==> src/rtl/exp_interp_unit_pkg.sv <==
// Shared constants and types for the exp(-x) interpolation unit.
package exp_interp_unit_pkg;
    localparam int WIDTH           = 16;
    localparam int DECIMAL_BITS    = 7;
    localparam int ONE             = 1 << DECIMAL_BITS;
    localparam int EXP_ADDR_BITS   = 8;
    localparam int EXP_FRAC_BITS   = 2;
    localparam int EXP_DOMAIN_BITS = EXP_ADDR_BITS + EXP_FRAC_BITS;

    typedef logic [WIDTH-1:0]       word_t;
    // One extra bit so that address 2^EXP_ADDR_BITS (the zero entry) is reachable.
    typedef logic [EXP_ADDR_BITS:0] rom_addr_t;

    typedef struct packed {
        logic [EXP_ADDR_BITS-1:0] addr;
        logic [EXP_FRAC_BITS-1:0] frac;
        logic                     neg;
        logic                     over;
    } s1_t;
endpackage

==> src/rtl/exp_interp_unit_rom.sv <==
// Dual-read combinational exp(-x) table: entry i = round(exp(-i/32) * 128).
// Entries from 178 up, including the extra address 256, are zero.
module exp_rom
    import exp_interp_unit_pkg::*;
(
    input  rom_addr_t addr_a,
    input  rom_addr_t addr_b,
    output word_t     data_a,
    output word_t     data_b
);

    function automatic word_t rom_lookup(input rom_addr_t a);
        logic [7:0] v;
        v = 8'd0;
        case (a) inside
            9'd0:  v = 8'd128; 9'd1:  v = 8'd124; 9'd2:  v = 8'd120; 9'd3:  v = 8'd117;
            9'd4:  v = 8'd113; 9'd5:  v = 8'd109; 9'd6:  v = 8'd106; 9'd7:  v = 8'd103;
            9'd8:  v = 8'd100; 9'd9:  v = 8'd97;  9'd10: v = 8'd94;  9'd11: v = 8'd91;
            9'd12: v = 8'd88;  9'd13: v = 8'd85;  9'd14: v = 8'd83;  9'd15: v = 8'd80;
            9'd16: v = 8'd78;  9'd17: v = 8'd75;  9'd18: v = 8'd73;  9'd19: v = 8'd71;
            9'd20: v = 8'd69;  9'd21: v = 8'd66;  9'd22: v = 8'd64;  9'd23: v = 8'd62;
            9'd24: v = 8'd60;  9'd25: v = 8'd59;  9'd26: v = 8'd57;  9'd27: v = 8'd55;
            9'd28: v = 8'd53;  9'd29: v = 8'd52;  9'd30: v = 8'd50;  9'd31: v = 8'd49;
            9'd32: v = 8'd47;  9'd33: v = 8'd46;  9'd34: v = 8'd44;  9'd35: v = 8'd43;
            9'd36: v = 8'd42;  9'd37: v = 8'd40;  9'd38: v = 8'd39;  9'd39: v = 8'd38;
            9'd40: v = 8'd37;  9'd41: v = 8'd36;  9'd42: v = 8'd34;  9'd43: v = 8'd33;
            9'd44: v = 8'd32;  9'd45: v = 8'd31;  9'd46: v = 8'd30;  9'd47: v = 8'd29;
            9'd48: v = 8'd29;  9'd49: v = 8'd28;  9'd50: v = 8'd27;  9'd51: v = 8'd26;
            9'd52: v = 8'd25;  9'd53: v = 8'd24;  9'd54: v = 8'd24;  9'd55: v = 8'd23;
            9'd56: v = 8'd22;  9'd57: v = 8'd22;  9'd58: v = 8'd21;  9'd59: v = 8'd20;
            9'd60: v = 8'd20;  9'd61: v = 8'd19;  9'd62: v = 8'd18;  9'd63: v = 8'd18;
            9'd64: v = 8'd17;  9'd65: v = 8'd17;  9'd66: v = 8'd16;  9'd67: v = 8'd16;
            9'd68: v = 8'd15;  9'd69: v = 8'd15;  9'd70: v = 8'd14;  9'd71: v = 8'd14;
            9'd72: v = 8'd13;  9'd73: v = 8'd13;  9'd74: v = 8'd13;  9'd75: v = 8'd12;
            9'd76: v = 8'd12;  9'd77: v = 8'd12;  9'd78: v = 8'd11;  9'd79: v = 8'd11;
            9'd80: v = 8'd11;  9'd81: v = 8'd10;  9'd82: v = 8'd10;  9'd83: v = 8'd10;
            9'd84: v = 8'd9;   9'd85: v = 8'd9;   9'd86: v = 8'd9;
            [9'd87:9'd90]:   v = 8'd8;
            [9'd91:9'd95]:   v = 8'd7;
            [9'd96:9'd100]:  v = 8'd6;
            [9'd101:9'd107]: v = 8'd5;
            [9'd108:9'd115]: v = 8'd4;
            [9'd116:9'd125]: v = 8'd3;
            [9'd126:9'd142]: v = 8'd2;
            [9'd143:9'd177]: v = 8'd1;
            default:         v = 8'd0;
        endcase
        return word_t'(v);
    endfunction

    // Both read ports decode the same table.
    always_comb begin
        data_a = rom_lookup(addr_a);
        data_b = rom_lookup(addr_b);
    end

endmodule

==> src/rtl/exp_interp_unit.sv <==
// Three-stage exp(-x) evaluator: split/flag, table read, interpolate/clamp.
// All stages advance together; a stalled output freezes the whole pipe.
module exp_interp_unit
    import exp_interp_unit_pkg::*;
(
    input  logic             clk,
    input  logic             rst_n,
    input  logic [WIDTH-1:0] in_x,
    input  logic             in_valid,
    output logic             in_ready,
    output logic [WIDTH-1:0] out_y,
    output logic             out_range,
    output logic             out_valid,
    input  logic             out_ready
);

    localparam int PW = WIDTH + EXP_FRAC_BITS + 2;
    localparam logic signed [PW-1:0] RND  = PW'(1 << (EXP_FRAC_BITS - 1));
    localparam logic signed [PW-1:0] RONE = PW'(ONE);

    logic      w_adv;
    s1_t       r_s1;
    logic      r_v1, r_v2;
    word_t     r_l0, r_l1;
    logic [EXP_FRAC_BITS-1:0] r_f2;
    logic      r_neg2, r_over2;
    rom_addr_t w_addr_a, w_addr_b;
    word_t     w_rom_a, w_rom_b;
    logic signed [PW-1:0] w_l0, w_l1, w_fx, w_d, w_prod, w_step, w_sum;
    word_t     w_y;

    assign w_adv    = !(out_valid && !out_ready);
    assign in_ready = w_adv;

    // S1: split argument into table address and fraction, flag out-of-domain values.
    always_ff @(posedge clk or negedge rst_n) begin
        if (!rst_n) begin
            r_v1 <= 1'b0;
            r_s1 <= '0;
        end else if (w_adv) begin
            r_v1 <= in_valid;
            if (in_valid) begin
                r_s1.addr <= in_x[EXP_FRAC_BITS +: EXP_ADDR_BITS];
                r_s1.frac <= in_x[EXP_FRAC_BITS-1:0];
                r_s1.neg  <= in_x[WIDTH-1];
                r_s1.over <= !in_x[WIDTH-1] && (in_x[WIDTH-2:EXP_DOMAIN_BITS] != '0);
            end
        end
    end

    assign w_addr_a = {1'b0, r_s1.addr};
    assign w_addr_b = w_addr_a + rom_addr_t'(1);

    exp_rom u_rom (
        .addr_a (w_addr_a),
        .addr_b (w_addr_b),
        .data_a (w_rom_a),
        .data_b (w_rom_b)
    );

    // S2: capture both neighbouring table entries.
    always_ff @(posedge clk or negedge rst_n) begin
        if (!rst_n) begin
            r_v2    <= 1'b0;
            r_l0    <= '0;
            r_l1    <= '0;
            r_f2    <= '0;
            r_neg2  <= 1'b0;
            r_over2 <= 1'b0;
        end else if (w_adv) begin
            r_v2 <= r_v1;
            if (r_v1) begin
                r_l0    <= w_rom_a;
                r_l1    <= w_rom_b;
                r_f2    <= r_s1.frac;
                r_neg2  <= r_s1.neg;
                r_over2 <= r_s1.over;
            end
        end
    end

    assign w_l0   = {{(PW-WIDTH){1'b0}}, r_l0};
    assign w_l1   = {{(PW-WIDTH){1'b0}}, r_l1};
    assign w_fx   = {{(PW-EXP_FRAC_BITS){1'b0}}, r_f2};
    assign w_d    = w_l1 - w_l0;
    assign w_prod = w_d * w_fx;
    assign w_step = (w_prod + RND) >>> EXP_FRAC_BITS;
    assign w_sum  = w_l0 + w_step;

    // Saturate the interpolated value to [0, ONE].
    always_comb begin
        w_y = w_sum[WIDTH-1:0];
        if (w_sum[PW-1])
            w_y = '0;
        else if (w_sum > RONE)
            w_y = WIDTH'(ONE);
    end

    // S3: output register with domain clamping; held while downstream stalls.
    always_ff @(posedge clk or negedge rst_n) begin
        if (!rst_n) begin
            out_valid <= 1'b0;
            out_y     <= '0;
            out_range <= 1'b0;
        end else if (w_adv) begin
            out_valid <= r_v2;
            if (r_v2) begin
                if (r_neg2) begin
                    out_y     <= WIDTH'(ONE);
                    out_range <= 1'b1;
                end else if (r_over2) begin
                    out_y     <= '0;
                    out_range <= 1'b1;
                end else begin
                    out_y     <= w_y;
                    out_range <= 1'b0;
                end
            end
        end
    end

endmodule

==> config.mk <==
export PLATFORM = sky130hd
export DESIGN_NAME = exp_interp_unit
export DESIGN_NICKNAME = d
export VERILOG_FILES = /design/src/rtl/exp_interp_unit_pkg.sv /design/src/rtl/exp_interp_unit_rom.sv /design/src/rtl/exp_interp_unit.sv
export SDC_FILE = /design/constraint.sdc
export NUM_CORES = 1
export LEC_CHECK = 0
export ABC_AREA = 0
export CORE_ASPECT_RATIO = 0.5
export CORE_MARGIN = 3
export CORE_UTILIZATION = 45
export DETAILED_ROUTE_END_ITERATION = 16
export PLACE_DENSITY = 0.61
export SYNTH_ARGS = -nofsm -noshare
export SYNTH_HDL_FRONTEND = slang
export SYNTH_SLANG_ARGS = --single-unit
==> constraint.sdc <==
create_clock -name clk -period 6.9 [get_ports clk]
set_input_delay 1.38 -clock clk [delete_from_list [all_inputs] [get_ports clk]]
set_output_delay 1.38 -clock clk [all_outputs]
set_load 0.01 [all_outputs]
==> metrics.txt <==
Seq/Total Area, Yosys=0.166; Starting DRT DRC Count=1350; Die Width=184 microns; Leak=3.00 nW; count of pins over their slew limit=0; Hold-fix buffers, CTS=0; Post-DP HPWL=18.4 mm; Tmin final=5180 ps; global route overflow=0; status=finished clean; Top FF cell, synth=dfrtp_1; area of the multi-input gates=5400 sq um; Final Util=0.504; clk_skew=14.0 ps; r2r worst-path depth=22; total wire length=25.7 mm; CTS tree=built; number of synthesized register bits=47; normalized max-slew margin=0.173; DRC errors left=0; peak supply drop=272 uV; Max-cap violations=0; Initial Util=0.475; TritonRoute pass-1 iters=6; measured slew at the worst slew-check pin=1240 ps; Fillers=1491; via count=8043; core box area=14900 sq um; nets=1040; Chip Height=94.8 microns; H-tree depth=2; Yosys warning count=0; Pwr per Cell Area=553 nW/um^2; all-layer global routing usage=0.293; Setup Viol. Count Final=0; HP Class=reg -> reg; Setup Total Neg Slack=0 ps; number of global-route vias before repair=7273; Tot Pwr=4.17 mW; Root Driver=clkbuf_16; CTS Buf Count=5; Crit Path Category=reg -> reg; Hold Path Cell Cnt=2; Ports=39; FMAX=193 MHz; Wirelength per Cell=21.9 microns; FF/Latch Area=1180 sq um; Avg Inst Size Synth=7.09 sq um; final setup margin=1720 ps; share of post-route cells with drive strength above 1=0.0624; Post-synth EDFFs=0; Placer Congestion=1.00; P&R area growth vs syn=6.14%; cells after synthesis=1001; clk sink count=47; largest net degree at the start of global routing=63; row count=31; postcts setup bufs=0; global-route wire length before repair=40.8 mm; Clock Latency Late Sink=310 ps; crit path DAT=5370 ps; RSZ-0062 raised after global routing=false; Yosys cell types=94; vias per cell=6.84; Final Hold Vio Count=0; critical path endpoint category=flop; antenna diode count=0; Hold WS=475 ps; Max Root-Sink Buffers=2; die area=17400 sq um; Final period util=0.750; IO Port Bufs=33; fraction of registers with async set/reset=1.00; CP Launch Type=flop; Post-DRT Antenna Nets=0; Critical Path RT=7090 ps; Syn Std Cell Area=7100 sq um; Critical Path Fanout Max=7; DP Worst Slack=1810 ps; Clock transition at path regs=90 ps; CTS-repair resized insts=0; initial antenna violation count=0
==> metal layers <==
layer / vias to the layer above / GRT usage / part of all wire
li1: 3676 / - / -
met1: 3782 / 0.437 / 0.45
met2: 538 / 0.432 / 0.41
met3: 47 / 0.0762 / 0.13
met4: 0 / 0.0418 / 0.015
met5: - / 0 / 0
==> cells in the final DEF, fill, tap and decap left out, drive strengths merged, types with 9 or more instances in the layout <==
cell type      count
nand2            111
a21oi             97
nor2              95
o21ai             74
dfrtp             47
ha                41
inv               39
clkdlybuf4s50     32
and2              28
a31oi             23
nor3              23
xnor2             20
nand3             19
and3              15
a21o              14
o211ai            13
o22ai             13
nor2b             13
mux2              12
nand2b            11
or3               11
a211oi            11
or2               11
o31ai             10
buf               10
xor2               9
o21a               9
nand4              9
a22o               9
nor4               9
==> power breakdown <==
group          switching [mW]  total (mW)  internal (mW)  leakage (nW)
Clock                   0.141       0.314          0.173        0.0804
Combinational            2.04        3.35           1.31          2.32
Sequential              0.133       0.502          0.370         0.593
==> stage by stage <==
step           area, sq um  std cells
2_1_floorplan         7110       1005
3_3_place_gp          7360       1168
3_5_place_dp          7360       1168
4_1_cts               7530       1176
5_1_grt               7530       1176
6_report              7530       1176
==> synth_stat cells (8+ instances only) <==
| library cell | n | area [sq um] |
|---|---|---|
| or3_1 | 11 | 68.8 |
| inv_1 | 38 | 143 |
| a211oi_1 | 10 | 75.1 |
| ha_1 | 41 | 513 |
| o21ai_0 | 67 | 335 |
| clkbuf_1 | 29 | 109 |
| xnor2_1 | 20 | 175 |
| and3_1 | 14 | 87.6 |
| a31oi_1 | 23 | 144 |
| and2_1 | 27 | 169 |
| a22o_1 | 9 | 78.8 |
| o21a_1 | 9 | 67.6 |
| o31ai_1 | 9 | 67.6 |
| nor3_1 | 22 | 110 |
| a21oi_1 | 97 | 485 |
| nand2_1 | 108 | 405 |
| nand4_1 | 9 | 56.3 |
| o21bai_1 | 8 | 60.1 |
| xor2_1 | 9 | 78.8 |
| buf_4 | 11 | 82.6 |
| dfrtp_1 | 47 | 1180 |
| nor2b_1 | 12 | 75.1 |
| nand3_1 | 19 | 95.1 |
| nor2_1 | 93 | 349 |
| mux2_2 | 12 | 135 |
| a21o_1 | 14 | 105 |
| nand2b_1 | 11 | 68.8 |
| nor4_1 | 8 | 50.1 |
| o22ai_1 | 13 | 81.3 |
| o211ai_1 | 13 | 97.6 |
| buf_2 | 27 | 135 |
==> state kept, by name, summed over array words and instances (netlist names) <==
signal and cells:
r_s1 12, out_y 11, r_l0 8, r_l1 8, r_f2 2, out_range 1, out_valid 1, r_neg2 1
r_over2 1, r_v1 1, r_v2 1
==> path summary, 6_finish.rpt <==
check,start,end,slack (ps)
worst max-delay path,r_l0[1]$_DFFE_PN0P_,out_y[2]$_DFFE_PN0P_,1720
worst max register to register,r_l0[1]$_DFFE_PN0P_,out_y[2]$_DFFE_PN0P_,1720
worst min register to register,r_s1[1]$_DFFE_PN0P_,r_neg2$_DFFE_PN0P_,470
min in group asynchronous,rst_n,r_s1[11]$_DFFE_PN0P_,1140
worst min-delay path,r_s1[1]$_DFFE_PN0P_,r_neg2$_DFFE_PN0P_,470
max in group asynchronous,rst_n,r_l0[7]$_DFFE_PN0P_,5290
==> kinds of logic after synthesis <==
kind of cell             count (synthesis)  synth area share
other                                    1          0.000528
XOR/XNOR                                29            0.0358
adder cells (fa/ha/maj)                 43            0.0779
multiplexers                            17            0.0261
AND/OR/NAND/NOR                        375             0.263
AO/OA/AOI/OAI                          373             0.355
flip-flops                              47             0.166
buffers and inverters                  116            0.0762
==> critical path, stage by stage, from the launching register on <==
cell	delay (ps)
dfrtp_1	390
inv_1	170
ha_1	260
a21oi_1	130
o21ai_0	130
xor2_1	180
and2_1	180
ha_1	290
ha_1	400
inv_1	110
nor2_1	50
a221oi_1	360
xnor2_1	180
ha_1	280
nor2b_1	150
o21ai_0	210
a21boi_0	150
o21ai_0	280
a21boi_0	210
a31o_2	280
a32oi_1	180
and3b_1	280
a22o_1	220
==> cell type report <==
type                    instances  area share
multi-input cells             842       0.716
repair buffers                 42      0.0522
clock buffers                   5      0.0166
inverters                      39      0.0194
flip-flops and latches         47       0.156
clock inverters                 3     0.00615
well taps                     198      0.0329
No activity file was read; power rests on OpenSTA's default activity.
